<file path="src/rtl/adder_share_arbiter.sv">
// Shares one external WIDTH-bit ripple-carry adder between two requesters.
// Transactions are byte beats, LSB first; the carry is chained between beats of one transaction.
module adder_share_arbiter #(
   parameter int WIDTH = 8
) (
   input  logic               clk,
   input  logic               rst,
   input  logic [1:0]         req_valid,
   output logic [1:0]         req_ready,
   input  logic [2*WIDTH-1:0] req_a,
   input  logic [2*WIDTH-1:0] req_b,
   input  logic [1:0]         req_sub,
   input  logic [1:0]         req_last,
   output logic [WIDTH-1:0]   add_a,
   output logic [WIDTH-1:0]   add_b,
   output logic               add_cin,
   input  logic [WIDTH-1:0]   add_sum,
   input  logic               add_cout,
   output logic               rsp_valid,
   input  logic               rsp_ready,
   output logic               rsp_id,
   output logic [WIDTH-1:0]   rsp_sum,
   output logic               rsp_cout,
   output logic               rsp_last
);

   typedef enum logic {
      IDLE,
      LOCK
   } state_t;

   state_t     state;
   state_t     next_state;
   logic       prio;
   logic       owner;
   logic       carry;
   logic       sub_l;

   logic       g;
   logic       s;
   logic       space;
   logic       accept;
   logic [WIDTH-1:0] sel_a;
   logic [WIDTH-1:0] sel_b;

   // Grant, adder drive and next state; a locked owner keeps the adder until its last beat.
   always_comb begin
      g          = prio;
      s          = 1'b0;
      space      = 1'b0;
      accept     = 1'b0;
      req_ready  = 2'b00;
      sel_a      = '0;
      sel_b      = '0;
      add_a      = '0;
      add_b      = '0;
      add_cin    = 1'b0;
      next_state = state;

      if (state == LOCK) begin
         g = owner;
      end else if (req_valid[prio]) begin
         g = prio;
      end else if (req_valid[~prio]) begin
         g = ~prio;
      end

      sel_a = g ? req_a[WIDTH +: WIDTH] : req_a[0 +: WIDTH];
      sel_b = g ? req_b[WIDTH +: WIDTH] : req_b[0 +: WIDTH];
      s     = (state == LOCK) ? sub_l : req_sub[g];

      add_a   = sel_a;
      add_b   = s ? ~sel_b : sel_b;
      add_cin = (state == LOCK) ? carry : s;

      space        = !rsp_valid || rsp_ready;
      req_ready[g] = space && !rst;
      accept       = req_valid[g] && space && !rst;

      if (accept) begin
         next_state = req_last[g] ? IDLE : LOCK;
      end
   end

   // Registered result plus transaction bookkeeping; reset aborts any open transaction.
   always_ff @(posedge clk) begin
      if (rst) begin
         state     <= IDLE;
         prio      <= 1'b0;
         owner     <= 1'b0;
         carry     <= 1'b0;
         sub_l     <= 1'b0;
         rsp_valid <= 1'b0;
         rsp_id    <= 1'b0;
         rsp_sum   <= '0;
         rsp_cout  <= 1'b0;
         rsp_last  <= 1'b0;
      end else begin
         state <= next_state;
         if (accept) begin
            rsp_valid <= 1'b1;
            rsp_sum   <= add_sum;
            rsp_cout  <= add_cout;
            rsp_id    <= g;
            rsp_last  <= req_last[g];
            carry     <= add_cout;
            if (state == IDLE) begin
               sub_l <= req_sub[g];
               owner <= g;
            end
            if (req_last[g]) begin
               prio <= ~g;
            end
         end else if (rsp_ready) begin
            rsp_valid <= 1'b0;
         end
      end
   end

endmodule
</file>
<file path="config.mk">
export PLATFORM = sky130hd
export DESIGN_NAME = adder_share_arbiter
export DESIGN_NICKNAME = d
export VERILOG_FILES = /design/src/rtl/adder_share_arbiter.sv
export SDC_FILE = /design/constraint.sdc
export NUM_CORES = 1
export LEC_CHECK = 0
export ABC_AREA = 1
export ABC_CLOCK_PERIOD_IN_PS = 1600
export CORE_MARGIN = 10
export CORE_UTILIZATION = 33
export DETAILED_ROUTE_END_ITERATION = 10
export HOLD_SLACK_MARGIN = 0.06
export PLACE_DENSITY = 0.81
export SYNTH_ARGS = -nofsm -noshare
export SYNTH_HDL_FRONTEND = slang
export SYNTH_SLANG_ARGS = --single-unit
</file>
<file path="constraint.sdc">
create_clock -name clk -period 1.6 [get_ports clk]
set_input_delay 0.16 -clock clk [delete_from_list [all_inputs] [get_ports clk]]
set_output_delay 0.16 -clock clk [all_outputs]
set_load 0.02 [all_outputs]
</file>
[Word level (Yosys, flattened, before mapping)]
Cells that the tools add are included.
Storage, ports and cells
  register bits after elaboration: 16
  input bits: 50
  output and inout bits: 31
  word-level logic and storage cells: 51
Cells by class
  magnitude comparators: 4
  mux-type cells: 23
  bitwise gates (word level): 5
  reductions and logical operators: 10
Operators with widths (count)
  $mux 8: 3
  $mux 1: 19
  $not 8->8: 1
  $lt 1x2->1 const B: 3
  $logic_and 1x1->1: 4
  $reduce_and 2->1: 2
  $not 1->1: 3
  $and 2x2->2: 1
  $logic_not 1->1: 2
  $reduce_bool 2->1: 1
  $demux 1 s1: 1
  $ge 1x1->1 const B: 1
  $logic_or 1x1->1: 1

[Depth between registers and ports, before layout]
Gate-level depths: netlist of the first run.
  depth in word-level cells: 11
  gate-level depth with buffers: 11
  depth with buffers taken out: 10

[Worst setup path after synthesis of the first run]
No wires, ideal clock.
  path type: reg-to-output
  start: register prio
  end: output add_b[4]
  arrival: 1.318 ns
  data required time: 1.440 ns
  setup slack: 0.122 ns
  stages on the path, launching flop included: 11
  buffers on the path: 2
  path through: dfxtp_1 > inv_1 > a21oi_1 > nand2_2 > nand2_2 > buf_6 > buf_4 > nand2_1 > nand2_1 > nand3_1 > nand2_1
On the way
  word-level cells in the longest chain between the ends: 9
  elaborated cells between the ends (all ways): 14
  those cells by class: mux (12); bitwise (2)
RTL lines
  from (decl): RTL line 34  | logic prio;
  from (signal assigned): RTL line 112  | prio <= ~g;
  $mux 1 (implied by the code) (2 in a row): RTL line 64  | end else if (req_valid[~prio]) begin
  $mux 1: RTL line 64
  $mux 1 (*): RTL line 62  | end else if (req_valid[prio]) begin
  $mux 1 (*): RTL line 60  | if (state == LOCK) begin
  $mux 1 (implied by the code) (2 in a row): RTL line 70  | s = (state == LOCK) ? sub_l : req_sub[g];
  $mux 1
  $mux 8 (*): RTL line 73  | add_b = s ? ~sel_b : sel_b;
  to (decl): RTL line 15  | output logic [WIDTH-1:0] add_b,
Mark *: on every way between the ends. The rest lies on a longest branch, timed or not. The select of a mux whose other input is x is not followed.

[Worst setup path in the final report of the first run]
  start: register prio
  end: output add_b[7]
Same word-level chain as after synthesis.

==> results of run 1 <==
==> critical path: cells and delay by family, from the launching register on <==
| kind | cells | cell delay [ps] |
|---|---|---|
| AOI/OAI and AO/OA | 1 | 220 |
| buffers and inverters | 2 | 270 |
| DFF | 1 | 340 |
| and+or+nand+nor | 6 | 470 |
==> worst max-delay path by stage <==
stage	depth (start not counted)	slack, ps	start	to
2_1_floorplan	10	120	prio	add_b[4]
6_report	9	-150	prio	add_b[7]
3_3_place_gp	12	-660	req_valid[0]	add_b[6]
5_1_grt	9	-270	prio	add_b[6]
4_1_cts	9	-180	prio	add_b[6]
3_5_place_dp	12	-700	req_valid[0]	add_b[6]
==> cell families (layout without fill, tap and decap cells) <==
family	after synthesis	after routing	synth area share [%]
and+or+nand+nor	120	120	48.9
AOI/OAI and AO/OA	19	19	10.9
DFF	16	16	31.8
buffers and inverters	15	118	8.32
==> routing by layer <==
| metal | share of wire [%] | vias up | track usage [%] |
|---|---|---|---|
| li1 | - | 746 | - |
| met1 | 39 | 625 | 14.7 |
| met2 | 51 | 42 | 25.0 |
| met3 | 7.0 | 8 | 4.20 |
| met4 | 2.2 | 0 | 5.15 |
| met5 | 0 | - | 0 |
==> what timing repair did <==
action | in CTS | in global routing
setup endpoints to repair | 30 | 33
resized for setup | 105 | 33
hold buffers | 0 | 0
pin swaps | 6 | 9
setup buffers | 2 | 3
cloned | 0 | 1
==> layout make-up <==
cell class | count | area (µm²)
timing repair buffer | 105 | 1060
fill | 203 | 668
multi-input combinational | 139 | 666
sequential | 16 | 322
inverter | 9 | 41.3
tap | 31 | 38.8
clock buffer | 4 | 36.3
==> per-stage QoR <==
| stage | util (%) | hold WS (ps) | total power [µW] |
|---|---|---|---|
| after floorplan | - | 229 | 816 |
| after global placement | 69.3 | 448 | 1210 |
| after detailed placement | 69.3 | 449 | 1220 |
| after CTS | 71.1 | 450 | 1500 |
| after global routing | 76.4 | 457 | 1670 |
| final | 76.4 | 451 | 1580 |
==> power by group through the flow <==
stage | Clock (µW) | Sequential [µW] | Combinational [µW]
after floorplan | 0 | 490 | 326
after global placement | 0 | 458 | 756
after detailed placement | 0 | 459 | 763
after CTS | 271 | 451 | 780
after global routing | 291 | 456 | 922
final | 266 | 452 | 860
==> Yosys cell counts <==
| library cell | instances | area [µm²] |
|---|---|---|
| buf_6 | 3 | 33.8 |
| dfxtp_1 | 16 | 320 |
| inv_2 | 2 | 7.51 |
| o21ai_4 | 1 | 16.3 |
| a21oi_1 | 7 | 35.0 |
| buf_2 | 1 | 5.00 |
| inv_1 | 7 | 26.3 |
| nand2_2 | 3 | 18.8 |
| nand2_1 | 71 | 267 |
| a21oi_2 | 1 | 8.76 |
| nor2_1 | 24 | 90.1 |
| buf_4 | 1 | 7.51 |
| nand4_1 | 1 | 6.26 |
| nand2_4 | 1 | 11.3 |
| o21ai_0 | 10 | 50.1 |
| nand3_1 | 20 | 100 |
| buf_1 | 1 | 3.75 |
==> sequential cells by signal, indices dropped and copies added (netlist names) <==
name / count
state: 1
rsp_id: 1
rsp_sum: 8
rsp_last: 1
prio: 1
rsp_cout: 1
sub_l: 1
rsp_valid: 1
owner: 1
==> impl_metrics.toml, run 1 <==
[run_status]
status = "complete, but fails checks"
violations = "negative setup slack"

[power_and_ir_drop]
netSwitchingPower_uw = 558
power.share.sequential_pct = 28.6
power.clock.fraction_pct = 16.9
comb_power_share_pct = 54.5
ir_drop_uv = 702
power_density_nw_per_um2 = 730
leakage_uw = 0.00102
power.share.switching_pct = 35.4
p_int_uw = 1020

[synth]
synth_sequential_area_ratio_pct = 31.8
synth_cell_types = 17
syn_nets = 220
post_synth_inst_count = 170
postSynthAreaPerCell_um2 = 5.92
flip_flop_and_latch_count_after_synthesis = 16
yosys_warnings = 0
combined_area_of_all_synthesized_cells_um2 = 1010

[min_path]
worstHoldStart = "add_sum[5]"
hold_depth = 3
min_delay_worst_endpoint = "rsp_sum[5]"
hold_path_class = "in2reg"

[timing]
layout_setup_ws_ps = -152
grt_setup_unrepaired = "yes"
hold_viol_final = 0
finalSetupViolCount = 21
finalWorstPathRequiredPeriod_ps = 1750
min_period_over_period_pct = 109
max_slew_margin_pct = 80.9
drv_slew = 0
achievable-frequency_ghz = 0.571
tightest_slew_ps = 286
skew_ps = 2.27
setup_tns_final_ps = -2000

[finish]
finalNetCount = 324
layout_common_cells = "nand2_1 (67), clkdlybuf4s50_1 (60), buf_4 (22)"
final_cell_area_um2 = 2160
final-instance-count-excl-fill = 304
layout-drive-gt1-share_pct = 24.9
insertedDiodeCount = 0
final_common_cell = "nand2_1"
syn_to_final_growth_pct = 115

[clock_tree]
tritoncts_num_sinks = 16
clock_latency_ps = 290
cts_max_path_buffers = 2
tritoncts = "done"
cts_root_buffer = "clkbuf_4"
cts_max_level = 1
clk_pin_slew_worst_paths_ps = 90
numCtsBuffers = 3

[detailed_routing]
first_pass_iters = 4
wirelength_um = 4210
total_via_count_in_the_routed_design = 1421
drc = 0
routed_wire_length_per_instance_um = 13.8
route.antenna.remaining_nets = 0
drt-vias-per-instance = 4.67
dr.first_iter.drc_count = 60

[global_route]
grt.total_usage_pct = 13.8
grt_first_pass_wirelength_um = 6280
global_route.overflow_total = 0
grt_start_max_net_pins = 14
first_global_vias = 1367
antenna_found_initial = 0

[die]
initial_utilization_pct = 35.6
fp.dieW_um = 75.2
floorplan.core_area_um2 = 2830
io_pins = 81
die_area_um2 = 5660
die_y_um = 75.2
num_rows = 19

[setup_path]
cp_data_required_time_ps = 1440
timing.critical_path.to_type = "output pin"
critPathMostFrequentCell = "nand2_1"
cp_max_stage_delay_ps = 340
crit_chain = "nand2_1 -> nand2_1 -> nand2_2 -> nand2_4 -> o21ai_4 -> buf_12 -> nand3_1 -> nand2_1 -> buf_6"
crit_fanout = 7
cp_data_arrival_time_ps = 1590
crit_path_start_kind = "flop"
crit-reg2reg-capture = "rsp_sum[1]"
worst_r2r_path_depth = 11
register_to_register_path_setup_slack_ps = -20
crit_type = "reg2out"
cp_slowest_cell = "dfxtp_2"
timing.rr.start = "prio"

[place]
io_buffer_count = 80
postPlaceCellArea_um2 = 1960
dp.cells = 295
dp.final_hpwl_um = 3270
place_congestion = 0.812
pre_cts_ws_ps = -699

[job]
maxCapViolations = 0
Note: power is estimated with default switching activity, not from simulation.
==> inputs of run 2 (changes only) <==
--- a/config.mk
+++ b/config.mk
@@ -7,7 +7,6 @@
 export LEC_CHECK = 0
 export ABC_AREA = 1
 export ABC_CLOCK_PERIOD_IN_PS = 1600
-export CORE_MARGIN = 10
 export CORE_UTILIZATION = 33
 export DETAILED_ROUTE_END_ITERATION = 10
 export HOLD_SLACK_MARGIN = 0.06
==> run 2 against run 1 <==
The flow finishes with violations (design-rule violations, negative setup slack). Worst hold slack gained 1.1 ps. Cell area grew 9.0%. Clock power grew 6%. Core utilization grew 6.9 points. Sequential share of layout area shrank 1.2 points. Global-route usage grew 9.0 points. Via count grew 13%. Clock-buffer cell count is the same. Critical path depth grew 1. Flip-flop and latch count is the same. Critical endpoint is now add_b[5].
==> impl_metrics.toml, run 2 (synthesized netlist as in run 1, its figures left out) <==
[timing]
setup_tns_final_ps = -3910
skew_ps = 6.71
finalWorstPathRequiredPeriod_ps = 1890
max_slew_margin_pct = 65.2
achievable-frequency_ghz = 0.529
finalSetupViolCount = 32
final.hold.worst_slack_ps = 452
min_period_over_period_pct = 118
tightest_slew_ps = 521
grt_setup_unrepaired = "yes"
hold_viol_final = 0
layout_setup_ws_ps = -289
drv_slew = 0

[detailed_routing]
drc = 4
wirelength_um = 4600
drt-vias-per-instance = 5.16
total_via_count_in_the_routed_design = 1604
dr.first_iter.drc_count = 126
route.antenna.remaining_nets = 0
first_pass_iters = 8
routed_wire_length_per_instance_um = 14.8

[finish]
finalNetCount = 331
layout_common_cells = "clkdlybuf4s50_1 (60), nand2_1 (54), buf_4 (22)"
final_common_cell = "clkdlybuf4s50_1"
fillcell_total = 168
largest_reg_flops = 8
insertedDiodeCount = 0
syn_to_final_growth_pct = 134
registers.top_by_ff_count = "rsp_sum"
layout-drive-gt1-share_pct = 38.2

[global_route]
grt_start_max_net_pins = 14
antenna_found_initial = 0
grt_first_pass_wirelength_um = 5930
global_route.overflow_total = 0
grt.total_usage_pct = 22.9
first_global_vias = 1430

[clock_tree]
clock_latency_ps = 300
cts_max_path_buffers = 2
numCtsBuffers = 3
holdBufCountCts = 0
tritoncts_num_sinks = 16
cts_root_buffer = "clkbuf_4"
cts_max_level = 1
clk_pin_slew_worst_paths_ps = 100
tritoncts = "done"

[min_path]
worstHoldStart = "add_sum[3]"
hold_depth = 3
hold_path_class = "in2reg"
min_delay_worst_endpoint = "rsp_sum[3]"

[setup_path]
path_buf_inv = 3
worst_r2r_path_depth = 11
cp_data_arrival_time_ps = 1730
crit_chain = "inv_2 -> a21oi_4 -> nand2_4 -> nor2_2 -> nor2_2 -> buf_4 -> o21ai_4 -> nand3_1 -> nand2_1 -> buf_4"
critical_path.top_delay_family = "simple AND/OR/NAND/NOR gates"
cp_max_stage_delay_ps = 370
crit_type = "reg2out"
cp_data_required_time_ps = 1440
crit_fanout = 5
timing.rr.start = "prio"
timing.critical_path.to_type = "output pin"
cp_slowest_cell = "dfxtp_2"
register_to_register_path_setup_slack_ps = -110
crit_path_start_kind = "flop"
crit-reg2reg-capture = "sub_l"

[die]
die_area_um2 = 3280
initial_utilization_pct = 35.6
floorplan.core_area_um2 = 2830
fp.dieW_um = 57.2
num_rows = 19
io_pins = 81
die_y_um = 57.2

[place]
place_congestion = 0.769
io_buffer_count = 80
dp.final_hpwl_um = 2630

[job]
maxCapViolations = 0

[run_status]
violations = "design-rule violations, negative setup slack"
status = "complete, but fails checks"

[power_and_ir_drop]
leakage_uw = 0.00110
power_density_nw_per_um2 = 723
ir_drop_uv = 517
## run 2: cell types whose count changed in the layout (fill, tap and decap cells not counted), sizes merged
cell / change
inv: -1
clkinv: +2
buf: +5
o21ai: +1
## run 2: final cells by class
| class | instances | area (µm²) | area share (%) |
|---|---|---|---|
| repair buffers | 110 | 1060 | 44.9 |
| multi-input cells | 140 | 830 | 35.2 |
| flip-flops and latches | 16 | 323 | 13.7 |
| inverters | 9 | 53.8 | 2.28 |
| well taps | 31 | 38.8 | 1.65 |
| clock buffers | 4 | 36.3 | 1.54 |
| repair inverters | 1 | 16.3 | 0.690 |
## run 2: stage by stage
| stage | setup WS (ps) | util (%) | area, µm² | std cells | power (µW) |
|---|---|---|---|---|---|
| final | -289 | 83.3 | 2360 | 311 | 1700 |
| after global routing | -360 | 83.3 | 2360 | 311 | 1780 |
| after CTS | -165 | 72.7 | 2060 | 307 | 1510 |
| after detailed placement | -686 | 69.6 | 1970 | 298 | 1210 |
| after global placement | -657 | 69.6 | 1970 | 298 | 1210 |
| after floorplan | 122 | - | 1010 | 170 | 816 |
## run 2: how the worst max path moves through the flow
stage                             from  endpoint  slack (ps)  depth (start not counted)
after floorplan                   prio  add_b[4]         120                         10
after global placement    req_valid[0]  add_b[4]        -660                         10
after detailed placement  req_valid[0]  add_b[3]        -690                         12
after CTS                         prio  add_b[3]        -160                         10
after global routing              prio  add_b[1]        -360                         10
final                             prio  add_b[5]        -290                         10
## run 2: repair_timing
item,4_1_cts,5_1_grt
pin swaps,10,18
setup buffers,4,2
cloned,1,2
resized for setup,113,71
setup endpoints to repair,34,33
## run 2: worst register-to-register path: cells and delay by family (launching register included)
family	cells	cell delay [ps]
buffers and inverters	4	400
flip-flops	1	350
AND/OR/NAND/NOR	7	860
## run 2: report_power, final
| part | switching (µW) | total (µW) | internal [µW] |
|---|---|---|---|
| clock network | 142 | 281 | 139 |
| registers | 28.4 | 462 | 433 |
| logic | 486 | 961 | 474 |
| total | 656 | 1700 | 1050 |
## run 2: per-layer routing
metal | vias to the layer above | global-route usage, % | wire (µm)
met4 | 0 | 6.27 | 133
met1 | 750 | 27.2 | 1740
met5 | - | 0 | 0
met3 | 14 | 3.85 | 289
li1 | 766 | - | -
met2 | 74 | 42.2 | 2430
==> inputs of run 3 (changes only) <==
--- a/config.mk
+++ b/config.mk
@@ -7,10 +7,13 @@
 export LEC_CHECK = 0
 export ABC_AREA = 1
 export ABC_CLOCK_PERIOD_IN_PS = 1600
-export CORE_UTILIZATION = 33
+export CELL_PAD_IN_SITES_DETAIL_PLACEMENT = 0
+export CELL_PAD_IN_SITES_GLOBAL_PLACEMENT = 1
+export CORE_UTILIZATION = 20
 export DETAILED_ROUTE_END_ITERATION = 10
 export HOLD_SLACK_MARGIN = 0.06
-export PLACE_DENSITY = 0.81
+export PLACE_DENSITY_LB_ADDON = 0.1
+export SLEW_MARGIN = 20
 export SYNTH_ARGS = -nofsm -noshare
 export SYNTH_HDL_FRONTEND = slang
 export SYNTH_SLANG_ARGS = --single-unit
==> run 3 against run 2 <==
Fmax up 10%. Via count is 14% lower. The run ends with negative setup slack left. Critical endpoint is now add_b[2]. Sequential power is 2% lower. Routed wire length is 24% lower. Largest power group unchanged.
==> impl_metrics.toml, run 3 (synthesized netlist as in run 1, its figures left out) <==
[finish]
syn_to_final_growth_pct = 114
registers.top_by_ff_count = "rsp_sum"
final_common_cell = "nand2_1"
fillcell_total = 522
largest_reg_flops = 8
layout-drive-gt1-share_pct = 27.3
finalNetCount = 326
layout.core_utilization_pct = 45.0
insertedDiodeCount = 0
layout_common_cells = "nand2_1 (63), clkdlybuf4s50_1 (59), buf_4 (23)"
final_cell_area_um2 = 2160

[place]
io_buffer_count = 80
dp.final_hpwl_um = 2670
postPlaceCellArea_um2 = 2020
place_congestion = 0.722

[detailed_routing]
first_pass_iters = 4
drc = 0
drt-vias-per-instance = 4.01
total_via_count_in_the_routed_design = 1373
route.antenna.remaining_nets = 0
routed_wire_length_per_instance_um = 10.2
dr.first_iter.drc_count = 30
wirelength_um = 3480

[timing]
drv_slew = 0
finalSetupViolCount = 19
finalWorstPathRequiredPeriod_ps = 1720
skew_ps = 4.58
setup_tns_final_ps = -1090
max_slew_margin_pct = 80.5
min_period_over_period_pct = 107
tightest_slew_ps = 293
hold_viol_final = 0
achievable-frequency_ghz = 0.583
grt_setup_unrepaired = "yes"
layout_setup_ws_ps = -116

[clock_tree]
clock_latency_ps = 250
cts_root_buffer = "clkbuf_8"
cts_max_path_buffers = 2
clk_pin_slew_worst_paths_ps = 70
holdBufCountCts = 0
numCtsBuffers = 3
tritoncts_num_sinks = 16
tritoncts = "done"
cts_max_level = 1

[global_route]
grt_first_pass_wirelength_um = 5510
grt_start_max_net_pins = 14
first_global_vias = 1291
global_route.overflow_total = 0
antenna_found_initial = 0
grt.total_usage_pct = 13.0

[setup_path]
crit_fanout = 6
critPathMostFrequentCell = "nand2_1"
crit_type = "reg2out"
cp_data_required_time_ps = 1440
path_buf_inv = 2
critical_path.top_delay_family = "simple AND/OR/NAND/NOR gates"
cp_slowest_cell = "dfxtp_2"
cp_max_stage_delay_ps = 330
timing.critical_path.to_type = "output pin"
crit_path_start_kind = "flop"
crit_chain = "nand2_1 -> nand2_1 -> nand2_2 -> nand2_4 -> o21ai_4 -> buf_6 -> nand3_1 -> nand2_1 -> buf_6"
cp_data_arrival_time_ps = 1560

[die]
die_area_um2 = 5320
initial_utilization_pct = 21.0
io_pins = 81
die_y_um = 73.0
num_rows = 25
floorplan.core_area_um2 = 4790
fp.dieW_um = 73.0

[min_path]
hold_path_class = "in2reg"

[run_status]
violations = "negative setup slack"
status = "complete, but fails checks"

[power_and_ir_drop]
power_density_nw_per_um2 = 750
ir_drop_uv = 422
leakage_uw = 0.00102

[job]
maxCapViolations = 0
## run 3: cell types whose count changed in the layout (fill, tap and decap cells not counted), moves of 3 or more
cell	delta
o21ai_2	-10
nand2_1	+9
o21ai_0	+6
nand2_4	-4
o21ai_1	+4
clkbuf_4	-3
clkbuf_8	+3
nand2_2	-3
nand3_1	+3
nor2_1	+3
## run 3: layout make-up
type                       instances  area [µm²]  area share, %
timing repair buffer             107         991           46.0
tap                               67        83.8           3.89
clock buffer                       4        55.1           2.55
inverter                           9        41.3           1.92
sequential                        16         322           14.9
multi-input combinational        139         663           30.8
## run 3: where the power goes
group	switching [µW]	leakage [µW]	total, µW	internal [µW]
Combinational	396	0.000859	803	407
Sequential	19.3	0.000132	452	433
Clock	143	0.0000288	361	218
## run 3: repair_timing
action,CTS,global route
buffers inserted,1,2
setup endpoints to repair,33,30
gates resized for setup,101,25
pin swaps,3,12
## run 3: worst paths after layout
path	from	to	slack, ps	cells past startpoint
setup / recovery	prio	add_b[2]	-120	9
hold reg to reg	rsp_id	rsp_id	460	2
setup reg to reg	prio	prio	-10	11
hold / removal	req_valid[1]	owner	350	4
## run 3: metal layers
layer / part of all wire (%) / global-route usage [%] / wire length (µm)
met2: 46 / 22.3 / 1590
met3: 6.5 / 3.87 / 227
met1: 48 / 16.5 / 1660
met4: 0.26 / 1.31 / 9
met5: 0 / 0 / 0
## run 3: worst register-to-register path: stages, from the launching register on
cell	delay [ps]
dfxtp_2	350
inv_2	40
a21oi_2	130
nand2_2	100
nand2_4	130
buf_6	160
nand3_1	120
nand2_2	170
buf_4	140
nand2_2	60
nand2_1	60
a21oi_1	60
## run 3: stage by stage
stage	power, µW	instances	setup WS, ps	hold slack (ps)
2_1_floorplan	816	170	122	229
3_3_place_gp	1230	335	-676	448
3_5_place_dp	1230	335	-717	449
4_1_cts	1590	340	-119	459
5_1_grt	1710	342	-201	367
6_report	1620	342	-116	350
